===== config.mk =====
export PLATFORM = sky130hd
export DESIGN_NAME = uart_rx
export DESIGN_NICKNAME = d
export VERILOG_FILES = /design/src/rtl/uart_pkg.sv /design/src/rtl/uart_rx_sampler.sv /design/src/rtl/uart_rx.sv
export SDC_FILE = /design/constraint.sdc
export NUM_CORES = 1
export LEC_CHECK = 0
export CORE_MARGIN = 2
export CORE_UTILIZATION = 39
export DETAILED_ROUTE_END_ITERATION = 16
export PLACE_DENSITY = 0.64
export SYNTH_ARGS = -nofsm -noshare
export SYNTH_HDL_FRONTEND = slang
export SYNTH_SLANG_ARGS = --single-unit

===== constraint.sdc =====
create_clock -name clk -period 4.2 [get_ports clk]
set_input_delay 1.05 -clock clk [delete_from_list [all_inputs] [get_ports clk]]
set_output_delay 1.05 -clock clk [all_outputs]
set_load 0.01 [all_outputs]

===== src/rtl/uart_pkg.sv =====
// Shared definitions for the UART receiver: frame width, legal prescale
// values, FSM state encoding and the majority-vote helper.
package uart_pkg;

    localparam int DATA_W = 8;

    // Index of the last data bit, sized to match bit_cnt.
    localparam logic [3:0] LAST_BIT = 4'(DATA_W - 1);

    // Legal oversampling ratios (clocks per bit).
    localparam logic [5:0] PRESCALE_8  = 6'd8;
    localparam logic [5:0] PRESCALE_16 = 6'd16;
    localparam logic [5:0] PRESCALE_32 = 6'd32;

    typedef enum logic [2:0] {
        ST_IDLE   = 3'd0,
        ST_START  = 3'd1,
        ST_DATA   = 3'd2,
        ST_PARITY = 3'd3,
        ST_STOP   = 3'd4
    } uart_state_e;

    // Two-out-of-three vote used to reject single-sample noise.
    function automatic logic maj3(input logic [2:0] s);
        return (s[0] & s[1]) | (s[0] & s[2]) | (s[1] & s[2]);
    endfunction

endpackage


===== src/rtl/uart_rx_sampler.sv =====
// Majority-of-3 sampler: captures rx_in on the three clocks around the bit
// centre and flags the decision edge once all three samples are held.
module uart_rx_sampler
    import uart_pkg::*;
(
    input  logic       clk,
    input  logic       rst,
    input  logic       rx_in,
    input  logic [5:0] edge_cnt,
    input  logic [5:0] prescale,
    output logic       sample_bit,
    output logic       sample_done
);

    logic [5:0] half;
    logic [2:0] samples_q;
    logic [2:0] samples_d;

    assign half = prescale >> 1;

    // Load each sample slot on its own edge around the bit centre.
    always_comb begin
        // NOTE: every always_comb output gets a default first so no path leaves it unassigned (no latch).
        samples_d = samples_q;
        if (edge_cnt == half - 6'd1) samples_d[0] = rx_in;
        if (edge_cnt == half)        samples_d[1] = rx_in;
        if (edge_cnt == half + 6'd1) samples_d[2] = rx_in;
    end

    // Sample register; idle-high reset value matches the quiet line.
    always_ff @(posedge clk or negedge rst) begin
        // NOTE: state is updated with non-blocking assignments so all flops see pre-edge values.
        if (!rst) samples_q <= 3'b111;
        else      samples_q <= samples_d;
    end

    assign sample_bit  = maj3(samples_q);
    assign sample_done = (edge_cnt == half + 6'd2);

endmodule


===== src/rtl/uart_rx.sv =====
// UART receiver: start/data/parity/stop FSM, per-bit edge counter,
// LSB-first deserializer and parity/stop checking.
module uart_rx
    import uart_pkg::*;
(
    input  logic              clk,
    input  logic              rst,
    input  logic              rx_in,
    input  logic              par_en,
    input  logic              par_typ,
    input  logic [5:0]        prescale,
    output logic              data_valid,
    output logic              par_error,
    output logic              stp_error,
    output logic [DATA_W-1:0] p_data
);

    uart_state_e       state_q, state_d;
    logic [5:0]        edge_cnt_q, edge_cnt_d;
    logic [3:0]        bit_cnt_q, bit_cnt_d;
    logic [DATA_W-1:0] shift_q, shift_d;
    logic [DATA_W-1:0] p_data_q, p_data_d;
    logic              data_valid_q, data_valid_d;
    logic              par_error_q, par_error_d;
    logic              stp_error_q, stp_error_d;

    logic sample_bit;
    logic sample_done;
    logic end_of_bit;
    logic exp_par;

    uart_rx_sampler u_sampler (
        .clk         (clk),
        .rst         (rst),
        .rx_in       (rx_in),
        .edge_cnt    (edge_cnt_q),
        .prescale    (prescale),
        .sample_bit  (sample_bit),
        .sample_done (sample_done)
    );

    assign end_of_bit = (edge_cnt_q == prescale - 6'd1);
    // Even parity expects the XOR of the data; odd expects its inverse.
    assign exp_par    = par_typ ? ~^shift_q : ^shift_q;

    // Frame FSM, counters, deserializer and result flags.
    always_comb begin
        state_d      = state_q;
        edge_cnt_d   = edge_cnt_q;
        bit_cnt_d    = bit_cnt_q;
        shift_d      = shift_q;
        p_data_d     = p_data_q;
        data_valid_d = data_valid_q;
        par_error_d  = par_error_q;
        stp_error_d  = stp_error_q;

        if (state_q != ST_IDLE) begin
            edge_cnt_d = end_of_bit ? 6'd0 : edge_cnt_q + 6'd1;
        end

        case (state_q)
            ST_IDLE: begin
                edge_cnt_d = 6'd0;
                bit_cnt_d  = 4'd0;
                // The first low cycle is edge 0 of the start bit.
                if (!rx_in) begin
                    state_d    = ST_START;
                    edge_cnt_d = 6'd1;
                end
            end
            ST_START: begin
                if (sample_done) begin
                    if (sample_bit) begin
                        // Glitch: drop back without touching the outputs.
                        state_d    = ST_IDLE;
                        edge_cnt_d = 6'd0;
                    end else begin
                        data_valid_d = 1'b0;
                        par_error_d  = 1'b0;
                        stp_error_d  = 1'b0;
                    end
                end else if (end_of_bit) begin
                    state_d = ST_DATA;
                end
            end
            ST_DATA: begin
                if (sample_done) shift_d = {sample_bit, shift_q[DATA_W-1:1]};
                if (end_of_bit) begin
                    if (bit_cnt_q == LAST_BIT) begin
                        bit_cnt_d = 4'd0;
                        state_d   = par_en ? ST_PARITY : ST_STOP;
                    end else begin
                        bit_cnt_d = bit_cnt_q + 4'd1;
                    end
                end
            end
            ST_PARITY: begin
                if (sample_done) par_error_d = (sample_bit != exp_par);
                if (end_of_bit)  state_d     = ST_STOP;
            end
            ST_STOP: begin
                // Decide at the bit centre and re-arm at once for resync margin.
                if (sample_done) begin
                    stp_error_d = ~sample_bit;
                    if (sample_bit && !par_error_q) begin
                        p_data_d     = shift_q;
                        data_valid_d = 1'b1;
                    end
                    state_d    = ST_IDLE;
                    edge_cnt_d = 6'd0;
                end
            end
            default: begin
                state_d    = ST_IDLE;
                edge_cnt_d = 6'd0;
            end
        endcase
    end

    // State and output registers; reset aborts any frame in flight.
    always_ff @(posedge clk or negedge rst) begin
        if (!rst) begin
            state_q      <= ST_IDLE;
            edge_cnt_q   <= 6'd0;
            bit_cnt_q    <= 4'd0;
            shift_q      <= '0;
            p_data_q     <= '0;
            data_valid_q <= 1'b0;
            par_error_q  <= 1'b0;
            stp_error_q  <= 1'b0;
        end else begin
            state_q      <= state_d;
            edge_cnt_q   <= edge_cnt_d;
            bit_cnt_q    <= bit_cnt_d;
            shift_q      <= shift_d;
            p_data_q     <= p_data_d;
            data_valid_q <= data_valid_d;
            par_error_q  <= par_error_d;
            stp_error_q  <= stp_error_d;
        end
    end

    assign data_valid = data_valid_q;
    assign par_error  = par_error_q;
    assign stp_error  = stp_error_q;
    assign p_data     = p_data_q;

endmodule


==> summary.txt <==
Logic synthesis
  – Yosys cell types: 47
  – Synth top area share: 0.3540
  – Yosys warnings: 0
  – Top-count cell post-synth: dfrtp_1
  – Post-synthesis sequential area ratio: 0.3888
  – Synth Register Bits: 35
  – Post-Synthesis Cell Area: 0.002262 mm²
  – Mapped Cells: 225
  – Syn Area/Cell: 10.05 µm²
  – Synth area leader: dfrtp_1
  – Mapped Nets: 244
  – Number of synthesized flops with an enable pin: 0
  – Post-synthesis async set-or-reset flop share: 1.000
  – Top FF cell, synth: dfrtp_1
  – Area contributors post-synth: dfrtp_1, mux2_2, xnor2_1
  – Synth top cells by count: dfrtp_1, mux2_2, xnor2_1

Global route
  – Largest net degree at the start of global routing: 36
  – Busiest grt layer: met2
  – M1 GR Usage: 0.2023
  – GRT Overall Usage: 0.1558
  – Initial antenna violation count: 0
  – First-pass GRT wire length: 7803 µm
  – Vias in the first global route: 1649
  – Grt ovf: 0
  – Routing usage on met2: 0.2558
  – Met3 GRT Util: 0.03258

Clocking
  – CTS buffer count: 5
  – Worst-path clk slew: 0.08 ns
  – Longest Clk Path Bufs: 2
  – TritonCTS clock tree: done
  – Root Driver: clkbuf_8
  – Post_cts resized: 0
  – Max H-tree Level: 2
  – Setup Fix Bufs, Post-CTS: 0
  – Post-CTS Hold Buffers: 0
  – Clk sinks: 35
  – Clk Latency, worst-skew pair: 0.29 ns

Power
  – PwrDens: 424.9 mW/mm²
  – Leakage: 1.127 nW
  – Max VDD drop: 0.2691 mV

Floorplanning
  – Top-Level Pins: 22
  – Die Y: 80.16 µm
  – Initial Util: 0.4083
  – Die area: 0.006426 mm²
  – Die X: 80.16 µm
  – Core Area: 0.005540 mm²
  – Rows: 27

Critical path
  – Crit end category: register
  – Crit path DAT: 3.65 ns
  – Crit-path max FO: 9
  – Required time worst endpoint: 4.38 ns
  – Kind of critical path: input port to register
  – Nature of the critical path startpoint: input port

Placement
  – Place WS: 0.4137 ns
  – Routability cong.: 0.8550
  – Post-DP HPWL: 3328 µm
  – Port Buffers: 21

Routing
  – DRT iter0 DRCs: 50
  – Final ANT Viol Nets: 0
  – Routed vias: 1706
  – Via density: 5.331
  – Routed WL: 4568 µm
  – DR pass1 iterations: 4
  – Wire per inst: 14.28 µm
  – # DRC: 0

Cells and area
  – Fillers: 536
  – Fin util: 0.4745
  – Antenna fix cells: 0
  – Fin nets: 266
  – Layout cells sized above 1: 0.1734
  – Area Growth Syn to Fin: 16.21%

Timing
  – Setup TNS: 0 ns
  – Slew HR: 0.5033
  – Worst Skew: 0.007114 ns
  – Setup violations, final: 0
  – Tcrit/Tclk final: 0.8265
  – RSZ-0062 raised after global routing: no
  – Final worst path period need: 3.471 ns
  – Slew Limit Fails: 0
  – Fmax: 0.2881 GHz
  – Final worst setup slack: 0.7289 ns
  – Worst-Margin Slew: 0.7387 ns
  – Fin. Hold Viols: 0
  – Final hold slack: 0.5090 ns

Worst hold path
  – HP Class: register to register

Flow run
  – Max-cap viol count: 0

Status
  – Status: finished, final reports clean
## cells by family after synthesis
logic type,after synthesis,share of synthesized area
simple gates,68,0.1571
mux,19,0.09458
flops,35,0.3888
xor+xnor,33,0.1311
buf+inv,20,0.03816
fa+ha+maj,9,0.04867
compound gates,41,0.1416
## registers in the layout, indices dropped and copies added (netlist names)
register             count
p_data                   8
data_valid               1
stp_error                1
shift_q                  8
par_error                1
u_sampler.samples_q      3
edge_cnt_q               6
state_q                  3
bit_cnt_q                4
## area by class of cell
cell class | instances | area (µm²) | share of cell area
inverters | 10 | 37.54 | 0.01428
multi-input cells | 170 | 1296 | 0.4931
clock buffers | 6 | 72.57 | 0.02761
repair buffers | 25 | 240.2 | 0.09138
well taps | 72 | 90.09 | 0.03427
clock inverters | 2 | 12.51 | 0.004760
flip-flops and latches | 35 | 879.6 | 0.3346
## path summary, 6_finish.rpt
kind	slack, ns	to	cells after the start	from
worst min-delay path	0.51	p_data[1]	1	p_data[1]
min in group asynchronous	1.17	p_data[0]	2	rst
worst max register to register	1.81	p_data[6]	6	edge_cnt_q[3]
max in group asynchronous	2.67	u_sampler.samples_q[2]	2	rst
worst min register to register	0.51	p_data[1]	1	p_data[1]
worst max-delay path	0.73	p_data[6]	8	prescale[2]
## through the flow
stage / cells / total power, mW / instance area, µm²
CTS: 320 / 1.126 / 2629
finish: 320 / 1.117 / 2629
global placement: 312 / 0.8768 / 2544
floorplan: 225 / 0.7811 / 2262
detailed placement: 312 / 0.8834 / 2544
global route: 320 / 1.193 / 2629
## routing by layer
| layer | routed length, µm | vias up |
|---|---|---|
| li1 | - | 840 |
| met1 | 2173 | 827 |
| met2 | 2173 | 32 |
| met3 | 154 | 7 |
| met4 | 66 | 0 |
| met5 | 0 | - |
## power breakdown
part | switching, mW | internal [mW]
combinational | 0.230 | 0.182
clock | 0.124 | 0.116
sequential | 0.0725 | 0.392
total | 0.427 | 0.690
## placed cells by master, fill, tap and decap left out, types with 2 or more instances in the layout
| master | synthesis | routed |
|---|---|---|
| o22ai_1 | 2 | 2 |
| nand4_1 | 4 | 4 |
| o21ai_0 | 10 | 10 |
| inv_1 | 10 | 10 |
| nor4_1 | 2 | 2 |
| buf_4 | 2 | 4 |
| a32o_1 | 2 | 2 |
| nand4b_1 | 2 | 2 |
| dfstp_2 | 3 | 3 |
| nand3_1 | 12 | 12 |
| dfrtp_1 | 32 | 32 |
| a21o_1 | 3 | 3 |
| mux2_2 | 19 | 19 |
| o31ai_1 | 2 | 2 |
| nand2_1 | 13 | 13 |
| nand2_2 | 2 | 2 |
| nand3b_1 | 2 | 2 |
| clkbuf_8 | 0 | 5 |
| xnor2_1 | 18 | 18 |
| nor2b_1 | 4 | 4 |
| a21oi_1 | 6 | 6 |
| nor2_1 | 16 | 16 |
| nor3_1 | 3 | 3 |
| nand2b_1 | 4 | 4 |
| a31oi_1 | 3 | 3 |
| clkdlybuf4s50_1 | 0 | 21 |
| ha_1 | 8 | 8 |
| xor2_1 | 14 | 14 |
## worst max-delay path: stages
cell and delay [ns]:
clkdlybuf4s50_1 0.53, ha_1 0.33, o21ba_2 0.21, a221oi_1 0.37, o2111a_2 0.27, nand2_2 0.07, nor3_4 0.42, mux2_2 0.39
(Power assumes the default switching activity.)
